`src/rtl/serial_adder.sv`:
```
// serial_adder: WIDTH-bit adder that adds DIGIT bits per cycle, LSB first, with a registered carry.
// Define SERIAL_ADDER_SUB_EN to add the sub port, which selects a - b.
module serial_adder #(
    parameter int WIDTH = 8,
    parameter int DIGIT = 1
) (
    input  logic             clk,
    input  logic             rst,
    input  logic             start,
    input  logic [WIDTH-1:0] a,
    input  logic [WIDTH-1:0] b,
    input  logic             cin,
`ifdef SERIAL_ADDER_SUB_EN
    input  logic             sub,
`endif
    output logic             busy,
    output logic             done,
    output logic [WIDTH-1:0] sum,
    output logic             cout,
    output logic             ovf
);

    localparam int NDIG  = WIDTH / DIGIT;
    localparam int CNT_W = (NDIG > 1) ? $clog2(NDIG) : 1;
    localparam logic [CNT_W-1:0] LAST_CNT = CNT_W'(NDIG - 1);

    typedef enum logic {
        IDLE = 1'b0,
        RUN  = 1'b1
    } state_t;

    state_t           state_q, state_d;
    logic [WIDTH-1:0] a_q, a_d;
    logic [WIDTH-1:0] b_q, b_d;
    logic [WIDTH-1:0] res_q, res_d;
    logic [WIDTH-1:0] sum_q, sum_d;
    logic [CNT_W-1:0] cnt_q, cnt_d;
    logic             carry_q, carry_d;
    logic             cout_q, cout_d;
    logic             ovf_q, ovf_d;
    logic             done_q, done_d;

    logic [DIGIT-1:0] dig_a, dig_b, dig_s;
    logic [DIGIT:0]   dig_full;
    logic             dig_cout;
    logic             dig_cmsb;
    logic             last_dig;
    logic [WIDTH-1:0] res_shift;
    logic [WIDTH-1:0] b_load;
    logic             carry_load;

`ifdef SERIAL_ADDER_SUB_EN
    // Subtraction is a + ~b + 1, so cout=1 means no borrow.
    assign b_load     = sub ? ~b : b;
    assign carry_load = sub ? 1'b1 : cin;
`else
    assign b_load     = b;
    assign carry_load = cin;
`endif

    assign dig_a    = a_q[DIGIT-1:0];
    assign dig_b    = b_q[DIGIT-1:0];
    assign dig_full = {1'b0, dig_a} + {1'b0, dig_b} + {{DIGIT{1'b0}}, carry_q};
    assign dig_s    = dig_full[DIGIT-1:0];
    assign dig_cout = dig_full[DIGIT];
    // Carry into the top bit of this digit, recovered from its sum bit.
    assign dig_cmsb = dig_s[DIGIT-1] ^ dig_a[DIGIT-1] ^ dig_b[DIGIT-1];
    assign last_dig = (cnt_q == LAST_CNT);

    generate
        if (NDIG == 1) begin : g_res_one
            assign res_shift = dig_s;
        end else begin : g_res_shift
            assign res_shift = {dig_s, res_q[WIDTH-1:DIGIT]};
        end
    endgenerate

    always_comb begin
        state_d = state_q;
        a_d     = a_q;
        b_d     = b_q;
        res_d   = res_q;
        sum_d   = sum_q;
        cnt_d   = cnt_q;
        carry_d = carry_q;
        cout_d  = cout_q;
        ovf_d   = ovf_q;
        done_d  = 1'b0;
        case (state_q)
            IDLE: begin
                if (start) begin
                    a_d     = a;
                    b_d     = b_load;
                    carry_d = carry_load;
                    res_d   = '0;
                    cnt_d   = '0;
                    state_d = RUN;
                end
            end
            RUN: begin
                a_d     = a_q >> DIGIT;
                b_d     = b_q >> DIGIT;
                res_d   = res_shift;
                carry_d = dig_cout;
                cnt_d   = cnt_q + CNT_W'(1);
                // Outputs change only here, so partial sums are never visible.
                if (last_dig) begin
                    sum_d   = res_shift;
                    cout_d  = dig_cout;
                    ovf_d   = dig_cmsb ^ dig_cout;
                    done_d  = 1'b1;
                    state_d = IDLE;
                end
            end
            default: state_d = IDLE;
        endcase
    end

    always_ff @(posedge clk or posedge rst) begin
        if (rst) begin
            state_q <= IDLE;
            a_q     <= '0;
            b_q     <= '0;
            res_q   <= '0;
            sum_q   <= '0;
            cnt_q   <= '0;
            carry_q <= 1'b0;
            cout_q  <= 1'b0;
            ovf_q   <= 1'b0;
            done_q  <= 1'b0;
        end else begin
            state_q <= state_d;
            a_q     <= a_d;
            b_q     <= b_d;
            res_q   <= res_d;
            sum_q   <= sum_d;
            cnt_q   <= cnt_d;
            carry_q <= carry_d;
            cout_q  <= cout_d;
            ovf_q   <= ovf_d;
            done_q  <= done_d;
        end
    end

    assign busy = (state_q == RUN);
    assign done = done_q;
    assign sum  = sum_q;
    assign cout = cout_q;
    assign ovf  = ovf_q;

endmodule

```
`config.mk`:
```
export PLATFORM = sky130hd
export DESIGN_NAME = serial_adder
export DESIGN_NICKNAME = d
export VERILOG_FILES = /design/src/rtl/serial_adder.sv
export SDC_FILE = /design/constraint.sdc
export NUM_CORES = 1
export LEC_CHECK = 0
export CAP_MARGIN = 10
export CORE_AREA = 2 2 89 91
export DETAILED_ROUTE_END_ITERATION = 8
export DIE_AREA = 0 0 91 93
export GPL_TIMING_DRIVEN = 0
export PLACE_DENSITY_LB_ADDON = 0.08
export SYNTH_ARGS = -nofsm -noshare
export SYNTH_HDL_FRONTEND = slang
export SYNTH_SLANG_ARGS = --single-unit
```
`constraint.sdc`:
```
create_clock -name clk -period 1.8 [get_ports clk]
set_clock_uncertainty 0.2 [all_clocks]
set_input_delay 0.36 -clock clk [delete_from_list [all_inputs] [get_ports clk]]
set_output_delay 0.36 -clock clk [all_outputs]
set_load 0.01 [all_outputs]
```
# == After elaboration in Yosys (flattened, before gate mapping) ==
# Cells that the tools add are included.
# word_totals
register_bits,40
inputBits,20
output_inout_bits,12
wordCells,35
# classes
bitwise,4
n_eq_ne,2
n_mux,15
n_addsub,3
reduce_logical,1
# ops
op,n
8-bit case mux with 2 select lines,3
8-bit two-way mux,3
3-bit case mux with 2 select lines,1
1-bit two-way mux,5
1-bit case mux with 2 select lines,2
"3-bit by 1-bit adder with 3-bit output, second input constant",1
"3-bit equality test, second input constant",1
3-bit two-way mux,1
1-bit bitwise XOR,3
1-bit by 1-bit adder with 2-bit output,1
2-bit by 1-bit adder with 2-bit output,1
"2-bit != test, second input constant",1
2-bit AND reduction,1
1-bit inverter,1

# == Logic depth before layout (Yosys ltp) ==
# depth
word_depth,5
depth_mapped,6
depth_no_buf,5

# == Least setup slack after synthesis ==
# Ideal clock, no wire load.
# synth_path
path_kind,reg2reg
start,reg a_q[0]
end,reg ovf_q (netlist: ovf)
t_arrival_ns,1.317
synth_period_minus_slack_ns,1.643
required_time_ns,1.474
path_stages_with_launch,6
setup_time_ns,0.126
setup_slack_ns,0.157
n_path_buf,0
cell_sequence,dfrtp_1 > inv_1 > fa_1 > xnor2_1 > xnor2_1 > o21ai_0
# synth_between
elab_chain_len,5
# synth_lines
item,line,text
"start, declared",33,"logic [WIDTH-1:0] a_q, a_d;"
"start signal, assigned",122,a_q <= '0;
"start signal, assigned",133,a_q <= a_d;
1-bit by 1-bit adder with 2-bit output,63,"assign dig_full = {1'b0, dig_a} + {1'b0, dig_b} + {{DIGIT{1'b0}}, carry_q};"
2-bit by 1-bit adder with 2-bit output,63,
1-bit bitwise XOR (2 in series),67,assign dig_cmsb = dig_s[DIGIT-1] ^ dig_a[DIGIT-1] ^ dig_b[DIGIT-1];
1-bit bitwise XOR (*),110,ovf_d = dig_cmsb ^ dig_cout;
"end signal, assigned",140,ovf_q <= ovf_d;
"end, declared",40,"logic ovf_q, ovf_d;"
# Every way passes the cells marked *; elsewhere a longest branch is shown, timed or not.
# A chain may end at the register's enable or synchronous reset.

# == Worst setup path in the final report ==
# layout_path
start,reg sum_q[7] (netlist: sum[7])
end,out sum[7]
# layout_rtl
item,line,text
"start, declared",36,"logic [WIDTH-1:0] sum_q, sum_d;"
"start signal, assigned",136,sum_q <= sum_d;
"end, declared",18,"output logic [WIDTH-1:0] sum,"
# No word-level cell between the ends.

==> results.rst <==
.. list-table::
   :header-rows: 1

   * - Metric
     - Value
   * - Status
     - finished clean
   * - Number of instances in the synthesized netlist
     - roughly 150
   * - VDD IR max
     - 0.347 mV
   * - Layer with the highest usage
     - met2
   * - Synth cell types
     - 22
   * - Worst hold margin
     - approximately 0.27 ns
   * - Worst hold path class
     - in2reg
   * - Die X-Extent
     - 91 um
   * - P_sw
     - approximately 0.0012 W
   * - Clock input transition at the sequential cells of the worst setup and hold paths
     - 0.08 ns
   * - Core region area
     - around 7500 um2
   * - Overall power
     - about 0.0034 W
   * - Area share of the largest cell type after synthesis
     - between 50% and 60%
   * - Cell area after synthesis
     - ~1700 um2
   * - Transition time of the tightest slew-check pin
     - ~0.84 ns
   * - Total I/O pin count
     - 32
   * - Number of iterations in the first detailed-routing pass
     - 5
   * - Max stage delay on crit path
     - approximately 0.54 ns
   * - Vias in the first global route
     - approximately 1,200
   * - Switching part of the total
     - around 34%
   * - Final Routed Wirelength
     - about 3600 um
   * - Flip-flop and latch count after synthesis
     - 39
   * - WL per Instance
     - between 10 and 15 um
   * - Slowest cell on crit path
     - sky130_fd_sc_hd__clkdlybuf4s50_1
   * - Nets
     - 210
   * - Total number of vias
     - between 1,000 and 1,500
   * - Number of H-tree levels
     - 2
   * - Area contributors post-synth
     - sky130_fd_sc_hd__dfrtp_1 58%, sky130_fd_sc_hd__mux2i_1 11%, sky130_fd_sc_hd__o21ai_0 6.2%, sky130_fd_sc_hd__nand2_1 5.3%, sky130_fd_sc_hd__mux2_2 2.7%
   * - Max Cap Viol
     - 0
   * - Pin count of the biggest net entering global routing
     - 40
   * - # clock sinks
     - 39
   * - Cell Int Power
     - between 0.002 and 0.0025 W
   * - Global Route Usage Sum
     - a little under a tenth
   * - Global routing met2 resource utilization
     - a little over an eighth
   * - Fill cell instance count of the final layout
     - 824
   * - Min cycle time layout
     - between 1.5 and 2 ns
   * - Largest area contributor in the netlist
     - sky130_fd_sc_hd__dfrtp_1
   * - Post-route insts no fill
     - a little under 300
   * - Dpl hpwl
     - 2480 um
   * - Number of endpoints with negative hold slack in the final report
     - 0
   * - Relative contribution of the clock network to total power
     - between 10% and 20%
   * - Area Growth Syn to Fin
     - 32.6%
   * - Drc violations
     - 0
   * - Sequential-to-total area share from yosys stat
     - roughly 58%
   * - Crit share post-route
     - between 90% and 100%
   * - Max FO, Critical Path
     - 2
   * - Kind of critical path
     - reg2out
   * - Starting DRT DRC Count
     - a little under 90
   * - Count of buffers inserted at the top-level ports
     - 30
   * - Logic pwr share
     - just over 40%
   * - Family of cells with the greatest summed delay on the critical path
     - buffers and inverters
   * - Final setup viols
     - 0
   * - Vias per std cell
     - between 4 and 5
   * - Clock tree root buffer cell
     - sky130_fd_sc_hd__clkbuf_8
   * - Warnings, synthesis
     - 0
   * - RSZ-0062 raised after global routing
     - false
   * - Routing usage on met3
     - under 10%
   * - Largest buffer count on any clock path
     - 2
   * - Sequential group share of total power
     - a little over two fifths
   * - Met1 GRT Util
     - approximately 13%
   * - Pwr dens
     - between 1500 and 2000 nW/um2
   * - # placed instances
     - around 280
   * - Number of nets still failing antenna checks after routing
     - 0
   * - Leakage component of the power
     - slightly above 1 nW
   * - Antenna violations before repair
     - 0
   * - Site row count
     - 32
   * - Sum of buffers and inverters on the critical path
     - 1
   * - Clock latency on the worst-skew pair
     - approximately 0.28 ns
   * - Data arrival time at the worst-slack endpoint
     - around 1.2 ns
   * - Synthesized Nets
     - between 150 and 200
   * - Wire length of the first global-routing pass
     - a little over 6000 um
   * - Syn avg cell area
     - about 12 um2
   * - Global-route congestion overflow total
     - 0
   * - Layout cell share with drive strength beyond 1
     - roughly 15%
   * - Worst path cell trace
     - clkdlybuf4s50_1
   * - Critical Path Start Type
     - flop
   * - Die outline area
     - 8460 um2
   * - Final number of max-transition violations
     - 0
   * - Clock tree from TritonCTS
     - done
   * - Area of combinational cells with multiple inputs
     - approximately 650 um2
   * - Slew margin rel.
     - 44.1%
   * - Maximum clock frequency
     - approximately 0.57 GHz
   * - Antenna cell count
     - 0
   * - Sequential standard cell area
     - roughly 1000 um2
   * - Data required time of the worst path
     - 1.24 ns
   * - Routability cong.
     - 0.636
   * - Vertical die dimension
     - between 90 and 100 um
   * - Starting Density
     - a little under a quarter
   * - Critical Path End Type
     - output pin
   * - Inserted Clock Buffers
     - 5
[Yosys cell counts]
master and count:
sky130_fd_sc_hd__o21ai_1 1, sky130_fd_sc_hd__o21ai_0 21, sky130_fd_sc_hd__nor2_1 3, sky130_fd_sc_hd__mux2_1 3, sky130_fd_sc_hd__mux2_2 4, sky130_fd_sc_hd__a22o_1 3, sky130_fd_sc_hd__nand2b_1 5, sky130_fd_sc_hd__ha_1 2
sky130_fd_sc_hd__a211oi_1 1, sky130_fd_sc_hd__buf_6 2, sky130_fd_sc_hd__mux2i_1 19, sky130_fd_sc_hd__nor2b_1 1, sky130_fd_sc_hd__nand2_1 24, sky130_fd_sc_hd__nand2_2 1, sky130_fd_sc_hd__inv_1 6, sky130_fd_sc_hd__xnor2_1 3
sky130_fd_sc_hd__dfrtp_1 39, sky130_fd_sc_hd__clkbuf_1 1, sky130_fd_sc_hd__a21oi_1 1, sky130_fd_sc_hd__buf_4 2, sky130_fd_sc_hd__fa_1 1, sky130_fd_sc_hd__buf_2 4
[placed cells by master, fill, tap and decap left out, types with 3 or more instances in the layout]
cell type and count:
sky130_fd_sc_hd__a22o_1 3, sky130_fd_sc_hd__buf_2 4, sky130_fd_sc_hd__buf_4 6, sky130_fd_sc_hd__clkbuf_8 6
sky130_fd_sc_hd__clkdlybuf4s50_1 29, sky130_fd_sc_hd__dfrtp_1 38, sky130_fd_sc_hd__inv_1 4, sky130_fd_sc_hd__mux2_1 3
sky130_fd_sc_hd__mux2_2 4, sky130_fd_sc_hd__mux2i_1 19, sky130_fd_sc_hd__nand2_1 24, sky130_fd_sc_hd__nand2b_1 5
sky130_fd_sc_hd__nor2_1 3, sky130_fd_sc_hd__o21ai_0 21
[worst paths after layout]
kind,from,to,slack (ns),cells after the start
setup / recovery,sum[7]$_DFFE_PP0P_,sum[7],0.06,1
hold / removal,start,a_q[4]$_DFFE_PP0P_,0.27,3
setup reg to reg,b_q[0]$_DFFE_PP0P_,ovf$_DFFE_PP0P_,0.09,5
hold reg to reg,b_q[3]$_DFFE_PP0P_,b_q[2]$_DFFE_PP0P_,0.28,2
max in group asynchronous,rst,busy$_DFF_PP0_,0.46,2
min in group asynchronous,rst,carry_q$_DFFE_PP0P_,0.37,2
[kinds of logic after synthesis]
family,Yosys count,share of synthesized area (%)
compound gates,27,8.79
flops,39,57.6
fa+ha+maj,3,2.66
buf+inv,15,4.95
xor+xnor,3,1.55
simple gates,34,8.57
mux,26,15.9
[metal layers]
metal,vias up,share of wire (%)
met3,4,5.4
met4,0,1.3
met5,-,0
li1,569,-
met2,33,45
met1,566,49
[through the flow]
| stage | setup slack [ns] | TNS [ns] | area, um2 | util [%] |
|---|---|---|---|---|
| final | 0.0590 | 0 | 2250 | 29.9 |
| after global routing | 0.0113 | 0 | 2250 | 29.9 |
| after global placement | -0.570 | -22.17 | 2120 | 28.2 |
| after detailed placement | 0.0276 | 0 | 2120 | 28.2 |
| after floorplan | 0.157 | 0 | 1690 | - |
| after CTS | 0.0127 | 0 | 2220 | 29.5 |
[repair_timing]
item,CTS,global route
hold buffers,0,0
setup buffers,1,3
setup endpoints to repair,1,5
pin swaps,0,2
resized for setup,1,5
[final cells by class]
type / instances / area share [%]
sequential: 39 / 43.5
multi-input combinational: 93 / 28.9
timing repair buffer: 34 / 14.8
tap: 102 / 5.68
clock buffer: 6 / 3.67
buffer: 8 / 2.23
inverter: 6 / 1.00
clock inverter: 1 / 0.223
[power groups by stage]
stage,Sequential (W),Combinational (W),Clock [W]
floorplan,0.00146,0.000793,0
global placement,0.00146,0.00128,0
detailed placement,0.00147,0.00130,0
CTS,0.00144,0.00134,0.000629
global route,0.00149,0.00159,0.000652
finish,0.00143,0.00140,0.000603
[registers in the layout (all words and copies together) (netlist names)]
name	count
sum	8
busy	1
done	1
ovf	1
carry_q	1
b_q	8
a_q	8
cout	1
res_q	7
cnt_q	3
No activity file was read; power rests on OpenSTA's default activity.
